## src/rtl/series_datapath.sv

```systemverilog
// Datapath for a series-expansion evaluator: x/temp/res/y registers, LUT counter and a
// Q2.14 multiplier. Define SERIES_SAT_EN to make the res accumulator saturate instead of wrap.
module series_datapath #(
  parameter int DW = 16,
  parameter int FB = 14
) (
  input  logic          clk,
  input  logic          rst,
  input  logic [DW-1:0] x_in,
  input  logic [DW-1:0] y_in,
  input  logic          init_cnt_lut,
  input  logic          inc_cnt_lut,
  input  logic          ld_xORx2,
  input  logic          sel_x,
  input  logic          sel_x2,
  input  logic          sel_temp_inpM1,
  input  logic          sel_x_inpM1,
  input  logic          sel_lut_inpM2,
  input  logic          sel_x_inpM2,
  input  logic          init_temp_reg,
  input  logic          ld_temp_reg,
  input  logic          ld_y,
  input  logic          init_res_reg,
  input  logic          ld_res_reg,
  input  logic          add_or_sub,
  output logic          comp_res_y,
  output logic          co_cnt_lut,
  output logic [DW-1:0] result
);

  localparam logic [DW-1:0] ONE = DW'(1 << FB);

  // Coefficients 1/((2k+1)(2k+2)) in Q2.14, truncated.
  localparam logic [DW-1:0] LUT [8] = '{
    DW'(8192), DW'(1365), DW'(546), DW'(292),
    DW'(182),  DW'(124),  DW'(90),  DW'(68)
  };

  logic [DW-1:0] xreg_q, xreg_d;
  logic [DW-1:0] temp_q, temp_d;
  logic [DW-1:0] res_q, res_d;
  logic [DW-1:0] yreg_q, yreg_d;
  logic [2:0]    cnt_q, cnt_d;

  logic signed [DW-1:0]   m1, m2;
  logic signed [2*DW-1:0] prod_full;
  logic [DW-1:0]          product;
  logic signed [DW:0]     sum;
  logic [DW-1:0]          acc;
  logic [DW-1:0]          temp_mag;
  logic                   sel_unused;

  // The x-path selects are the default multiplexer legs and carry no extra information.
  assign sel_unused = ^{sel_x_inpM1, sel_x_inpM2, sum[DW],
                        prod_full[FB-1:0], prod_full[2*DW-1:DW+FB]};

  assign m1        = sel_temp_inpM1 ? temp_q : xreg_q;
  assign m2        = sel_lut_inpM2 ? LUT[cnt_q] : xreg_q;
  assign prod_full = m1 * m2;
  assign product   = prod_full[DW+FB-1:FB];

  always_comb begin
    sum = '0;
    if (add_or_sub) begin
      sum = {res_q[DW-1], res_q} + {temp_q[DW-1], temp_q};
    end else begin
      sum = {res_q[DW-1], res_q} - {temp_q[DW-1], temp_q};
    end
`ifdef SERIES_SAT_EN
    // A sign mismatch between the guard bit and the MSB marks signed overflow.
    if (sum[DW] != sum[DW-1]) begin
      acc = sum[DW] ? {1'b1, {(DW-1){1'b0}}} : {1'b0, {(DW-1){1'b1}}};
    end else begin
      acc = sum[DW-1:0];
    end
`else
    acc = sum[DW-1:0];
`endif
  end

  always_comb begin
    xreg_d = xreg_q;
    temp_d = temp_q;
    res_d  = res_q;
    yreg_d = yreg_q;
    cnt_d  = cnt_q;

    if (ld_xORx2 && sel_x) begin
      xreg_d = x_in;
    end else if (ld_xORx2 && sel_x2) begin
      xreg_d = product;
    end

    if (init_temp_reg) begin
      temp_d = ONE;
    end else if (ld_temp_reg) begin
      temp_d = product;
    end

    if (init_res_reg) begin
      res_d = ONE;
    end else if (ld_res_reg) begin
      res_d = acc;
    end

    if (ld_y) begin
      yreg_d = y_in;
    end

    if (init_cnt_lut) begin
      cnt_d = 3'd0;
    end else if (inc_cnt_lut) begin
      cnt_d = cnt_q + 3'd1;
    end
  end

  always_ff @(posedge clk) begin
    if (!rst) begin
      xreg_q <= '0;
      temp_q <= '0;
      res_q  <= '0;
      yreg_q <= '0;
      cnt_q  <= '0;
    end else begin
      xreg_q <= xreg_d;
      temp_q <= temp_d;
      res_q  <= res_d;
      yreg_q <= yreg_d;
      cnt_q  <= cnt_d;
    end
  end

  // Magnitude is taken unsigned so that -2^(DW-1) maps to 2^(DW-1).
  assign temp_mag   = temp_q[DW-1] ? (~temp_q + 1'b1) : temp_q;
  assign comp_res_y = temp_mag > yreg_q;
  assign co_cnt_lut = (cnt_q == 3'd7);
  assign result     = res_q;

endmodule

```

## config.mk

```make
export PLATFORM = sky130hd
export DESIGN_NAME = series_datapath
export DESIGN_NICKNAME = d
export VERILOG_FILES = /design/src/rtl/series_datapath.sv
export SDC_FILE = /design/constraint.sdc
export NUM_CORES = 1
export LEC_CHECK = 0
export CAP_MARGIN = 0
export CELL_PAD_IN_SITES_DETAIL_PLACEMENT = 1
export CELL_PAD_IN_SITES_GLOBAL_PLACEMENT = 1
export CORE_MARGIN = 2
export CORE_UTILIZATION = 44
export CTS_CLUSTER_SIZE = 10
export DETAILED_ROUTE_END_ITERATION = 8
export PLACE_DENSITY_LB_ADDON = 0.1
export SLEW_MARGIN = 40
export SYNTH_ARGS = -nofsm -noshare
export SYNTH_HDL_FRONTEND = slang
export SYNTH_SLANG_ARGS = --single-unit
```

## constraint.sdc

```tcl
create_clock -name clk -period 7.5 [get_ports clk]
set_clock_uncertainty 0.05 [all_clocks]
set_input_delay 1.125 -clock clk [delete_from_list [all_inputs] [get_ports clk]]
set_output_delay 1.125 -clock clk [all_outputs]
set_load 0.01 [all_outputs]
```

==> impl_metrics.yaml, run 1 <==
placed_design:
  io_buffers: 64
  gp_congestion: 0.952
  hpwl_um: 39700
  dp_cells: 2221
cells_and_area:
  layout_common_cells: "inv_1 (334), fa_1 (245), buf_4 (215)"
  final_layout_size_suffix_gt1_frac: 0.169
  final_net_count: 2255
  instances_no_fill: 2244
  n_antenna_cell: 0
  areaGrowthSynthToFinish_pct: 24.2
  mostFrequentLayoutCell: "inv_1"
synthesis:
  ys_ff_latch: 67
  ys_warn_count: 0
  synth_area_mm2: 0.0137
  netlist-cell-type-count: 69
  async_reset_ff_frac: 0
  synth_ff_type: "dfxtp_1"
  ys_seq_area_frac: 0.0977
  syn-num-nets: 2004
  synth_edf_count: 0
  syn_inst: 1592
  syn_area_per_cell_um2: 8.63
route:
  drt-total-wl_um: 46900
  drt_iter0_drc: 575
  drc: 0
  vias: 11700
  ant_nets: 0
  first_pass_iters: 5
  wire_per_inst_um: 20.9
  vias_per_cell: 5.23
cts:
  ctsHtreeMaxLevel: 3
  ctsRootBufferMaster: "clkbuf_16"
  tritoncts: "done"
  clock_sinks: 67
  numCtsBuffers: 9
  cts_hold_buf: 0
  clk_pin_slew_worst_paths_ns: 0.06
  clk_latency_ns: 0.35
  clockBufferDepth: 2
min_path:
  min_path_type: "flop to flop"
critical_path:
  worst-setup-path-type: "input port to flop"
  cp.required_ns: 7.68
  worst-path-max-fanout: 12
  endpoint_kind: "flop"
  cp.arrival_ns: 7.45
  worstSetupStartpointType: "input port"
sta:
  slew_headroom: 0.591
  fmax_ghz: 0.138
  setup_violations: 0
  finalCritPeriodShare: 0.970
  period_needed_ns: 7.27
  tightest_slew_ns: 0.614
  hold_violations: 0
  drv_slew: 0
outcome:
  status: "completed"
die:
  placementRows: 64
  design.die.area_mm2: 0.0326
  chipHeight_um: 181
  start_util: 0.448
  die_w_um: 181
  ios: 67
  core_area_mm2: 0.0307
pwr:
  power_density_mw_per_mm2: 206
  p_leak_nw: 8.33
  peakVddDrop_uv: 139
  total_power_mw: 3.51
global_routing:
  overflow: 0
  grt_max_degree: 38
  antenna_found_initial: 0
  grt_pass1_vias: 13300
  grt.total_usage: 0.297
  grt_pass1_wl_um: 73900
flow_run:
  cap_violations: 0
## where the power goes
part | switching [mW] | internal, mW
sequential | 0.0619 | 0.399
combinational | 1.42 | 1.16
clock | 0.173 | 0.291
## sequential cells by signal, summed over array words and instances (netlist names)
name and cells:
xreg_q 16, yreg_q 16, temp_q 16, result 16
cnt_q 3
## final cells by class
type	instances	area, um^2
Tap cell	396	495
Inverter	339	1270
Fill cell	3661	13600
Multi-Input combinational cell	1132	11100
Clock buffer	10	229
Clock inverter	6	90.1
Timing Repair Buffer	294	2550
Sequential cell	67	1340
## per-stage QoR
stage	utilization	hold WS, ns	instance area [um^2]	setup TNS, ns	worst slack (ns)
detailed placement	0.537	0.448	16500	-16.09	-0.745
floorplan	-	0.433	13800	0	0.00359
global route	0.556	0.492	17100	-0.0309	-0.0148
finish	0.556	0.466	17100	0	0.229
global placement	0.537	0.434	16500	-11.20	-0.546
CTS	0.553	0.473	17000	0	0.0149
## synthesized netlist by cell type, types with 12 or more instances
cell type / instances / area [um^2]
inv_1: 336 / 1260
fa_1: 248 / 4960
nand2_1: 187 / 702
nor2_1: 166 / 623
ha_1: 115 / 1440
dfxtp_1: 67 / 1340
xnor2_1: 54 / 473
mux2i_1: 49 / 490
a21oi_1: 46 / 230
clkbuf_1: 43 / 161
nor2b_1: 27 / 169
nand2b_1: 24 / 150
o21ai_0: 23 / 115
a21o_1: 16 / 120
nor3_1: 16 / 80.1
xor2_1: 15 / 131
mux2_2: 12 / 135
o21a_1: 12 / 90.1
## worst paths after layout
| path | slack [ns] | end | depth (start not counted) | start |
|---|---|---|---|---|
| setup / recovery | 0.23 | xreg_q[9] | 26 | sel_temp_inpM1 |
| hold / removal | 0.47 | yreg_q[15] | 2 | yreg_q[15] |
| setup reg to reg | 0.35 | xreg_q[9] | 26 | cnt_q[1] |
| hold reg to reg | 0.47 | yreg_q[15] | 2 | yreg_q[15] |
## critical path, cell delays in order
cell	delay, ns
clkbuf_2	0.16
bufbuf_16	0.32
o21ai_0	0.16
buf_4	0.21
buf_4	0.17
nand2_1	0.08
fa_1	0.54
inv_1	0.05
fa_1	0.51
fa_1	0.59
fa_1	0.43
fa_1	0.52
inv_1	0.06
fa_1	0.49
inv_1	0.05
ha_1	0.32
buf_4	0.17
o21ai_0	0.07
nand2b_1	0.13
a31oi_4	0.23
o31ai_4	0.15
a211oi_2	0.24
o21bai_1	0.11
xor2_1	0.16
a222oi_1	0.31
nor2b_1	0.08
## kinds of logic (layout without fill, tap and decap cells)
logic type	Yosys count	count (layout)	synth area share
xor+xnor	69	69	0.0440
fa+ha+maj	363	363	0.466
buf+inv	393	649	0.108
mux	62	62	0.0472
compound gates	168	168	0.0855
flops	67	67	0.0977
simple gates	470	470	0.151
## routing by layer
layer / track usage / up-vias / wire length, um
li1: - / 5391 / -
met3: 0.0424 / 88 / 1770
met2: 0.513 / 226 / 23400
met1: 0.381 / 6027 / 20000
met4: 0.0990 / 0 / 1670
met5: 0 / - / 0
## what timing repair did
action                                 in CTS  in global routing
cloned                                      2                  0
endpoints found under the hold margin       0                  0
gates resized for setup                    22                 22
setup buffers                               2                  3
pin swaps                                   5                  7
setup endpoints to repair                  27                 28
Power figures use the tool's default switching activity.
==> inputs of run 2 (changes only) <==
- SKIP_CTS_REPAIR_TIMING: default -> 1
==> run 2 against run 1 <==
  * Count of clock-buffer cells in the layout unchanged
  * Register-to-register slack better by 0.02 ns
  * Power fell by 0.23%
  * Sequential power about the same
  * Final area hardly changed
  * Sequential cell count unchanged
  * Via count up 0.52%
  * Critical path depth increased by 1
  * Routed wire length shrank 0.48%
  * Sequential share of layout area is essentially flat
  * Highest routed layer unchanged
==> impl_metrics.yaml, run 2 (same netlist as run 1, synthesis figures left out) <==
cells_and_area:
  instances_no_fill: 2244
  final_layout_size_suffix_gt1_frac: 0.172
  final_area_mm2: 0.0171
  n_fill_cell: 3669
  final_net_count: 2255
  n_antenna_cell: 0
  layout_common_cells: "inv_1 (335), fa_1 (246), buf_4 (217)"
  mostFrequentLayoutCell: "inv_1"
  areaGrowthSynthToFinish_pct: 24.2
route:
  vias_per_cell: 5.26
  drt-total-wl_um: 46600
  drc: 0
  ant_nets: 0
  first_pass_iters: 5
  wire_per_inst_um: 20.8
  drt_iter0_drc: 605
  vias: 11800
global_routing:
  grt_pass1_wl_um: 73200
  antenna_found_initial: 1
  grt_max_degree: 38
  overflow: 0
  grt_pass1_vias: 13200
  grt.total_usage: 0.294
die:
  ios: 67
  placementRows: 64
  design.die.area_mm2: 0.0326
  die_w_um: 181
  start_util: 0.448
  chipHeight_um: 181
  core_area_mm2: 0.0307
cts:
  numCtsBuffers: 9
  ctsHtreeMaxLevel: 3
  clk_pin_slew_worst_paths_ns: 0.06
  tritoncts: "done"
  ctsRootBufferMaster: "clkbuf_16"
  clk_latency_ns: 0.35
  clock_sinks: 67
  clockBufferDepth: 2
pwr:
  p_leak_nw: 8.31
  power_density_mw_per_mm2: 205
  peakVddDrop_uv: 144
critical_path:
  cp.required_ns: 7.68
  r2r_start: "cnt_q[1]"
  endpoint_kind: "flop"
  cp.arrival_ns: 7.44
  worstSetupStartpointType: "input port"
  r2r_slack_ns: 0.37
  worstSetupStartpoint: "sel_temp_inpM1"
  worst-path-max-fanout: 13
  worst-setup-path-type: "input port to flop"
  timing.rr.end: "temp_q[14]"
  rr_worst_depth: 25
flow_run:
  cap_violations: 0
placed_design:
  dp_cells: 2221
  io_buffers: 64
  placed_cell_area_mm2: 0.0165
  hpwl_um: 39700
  gp_congestion: 0.952
min_path:
  hold_start: "yreg_q[15]"
  min_path_type: "flop to flop"
  hold_end: "yreg_q[15]"
  hold-path-cell-count: 2
sta:
  fmax_ghz: 0.138
  setup_violations: 0
  period_needed_ns: 7.26
  tightest_slew_ns: 0.611
  slew_headroom: 0.593
  hold_violations: 0
  finalCritPeriodShare: 0.968
  drv_slew: 0
outcome:
  status: "completed"
run 2: critical path, stage by stage:
cell,delay (ns)
buf_2,0.20
buf_12,0.18
clkinvlp_4,0.16
a21boi_0,0.20
buf_4,0.20
nor2_1,0.08
fa_1,0.51
fa_1,0.52
inv_1,0.05
fa_1,0.51
inv_1,0.06
fa_1,0.49
fa_1,0.49
inv_1,0.05
fa_1,0.47
inv_1,0.05
ha_1,0.33
buf_4,0.14
nand2_1,0.10
nor2_1,0.13
nand3_1,0.12
o31ai_4,0.41
a21oi_2,0.13
a21oi_1,0.20
xor2_1,0.12
a222oi_1,0.32
nor2b_1,0.08
run 2: how the worst max path moves through the flow:
| stage | endpoint | slack (ns) | depth (start not counted) |
|---|---|---|---|
| after floorplan | xreg_q[9] | 0.004 | 28 |
| after global placement | xreg_q[9] | -0.55 | 28 |
| after detailed placement | xreg_q[9] | -0.75 | 28 |
| after CTS | xreg_q[10] | -0.44 | 28 |
| after global routing | xreg_q[8] | -0.01 | 28 |
| final | xreg_q[10] | 0.24 | 27 |
run 2: stage by stage:
step                      hold slack (ns)  setup slack (ns)  utilization  TNS (ns)  total power, mW
final                               0.465             0.244        0.556         0             3.50
after global routing                0.492           -0.0138        0.556   -0.0138             3.78
after CTS                           0.473            -0.444        0.547     -5.72             3.44
after detailed placement            0.448            -0.745        0.537    -16.09             2.95
after global placement              0.434            -0.546        0.537    -11.20             2.85
after floorplan                     0.433           0.00359            -         0             1.89
run 2: power breakdown:
part           internal (mW)  total (mW)  switching, mW  leakage (nW)
clock network          0.291       0.463          0.172         0.141
logic                   1.16        2.58           1.42          7.62
registers              0.399       0.460         0.0614         0.549
total                   1.85        3.50           1.65          8.31
run 2: per-layer routing:
metal | global-route usage | routed length [um] | vias up
met2 | 0.510 | 23300 | 252
met1 | 0.373 | 19500 | 6060
met3 | 0.0475 | 2180 | 90
li1 | - | - | 5391
met5 | 0 | 0 | -
met4 | 0.0968 | 1700 | 0
run 2: layout make-up:
type,count,area [um^2],share of cell area
inverter,339,1280,0.0748
clock inverter,6,90.1,0.00528
clock buffer,10,229,0.0134
multi-input combinational,1132,11100,0.651
sequential,67,1340,0.0786
timing repair buffer,294,2520,0.148
tap,396,495,0.0290
==> inputs of run 3 (changes only) <==
- CAP_MARGIN: 0 -> 20
- CTS_CLUSTER_DIAMETER: default -> 50
==> results of run 3 <==
The final DEF is identical to that of run 2; final timing and power are the same.
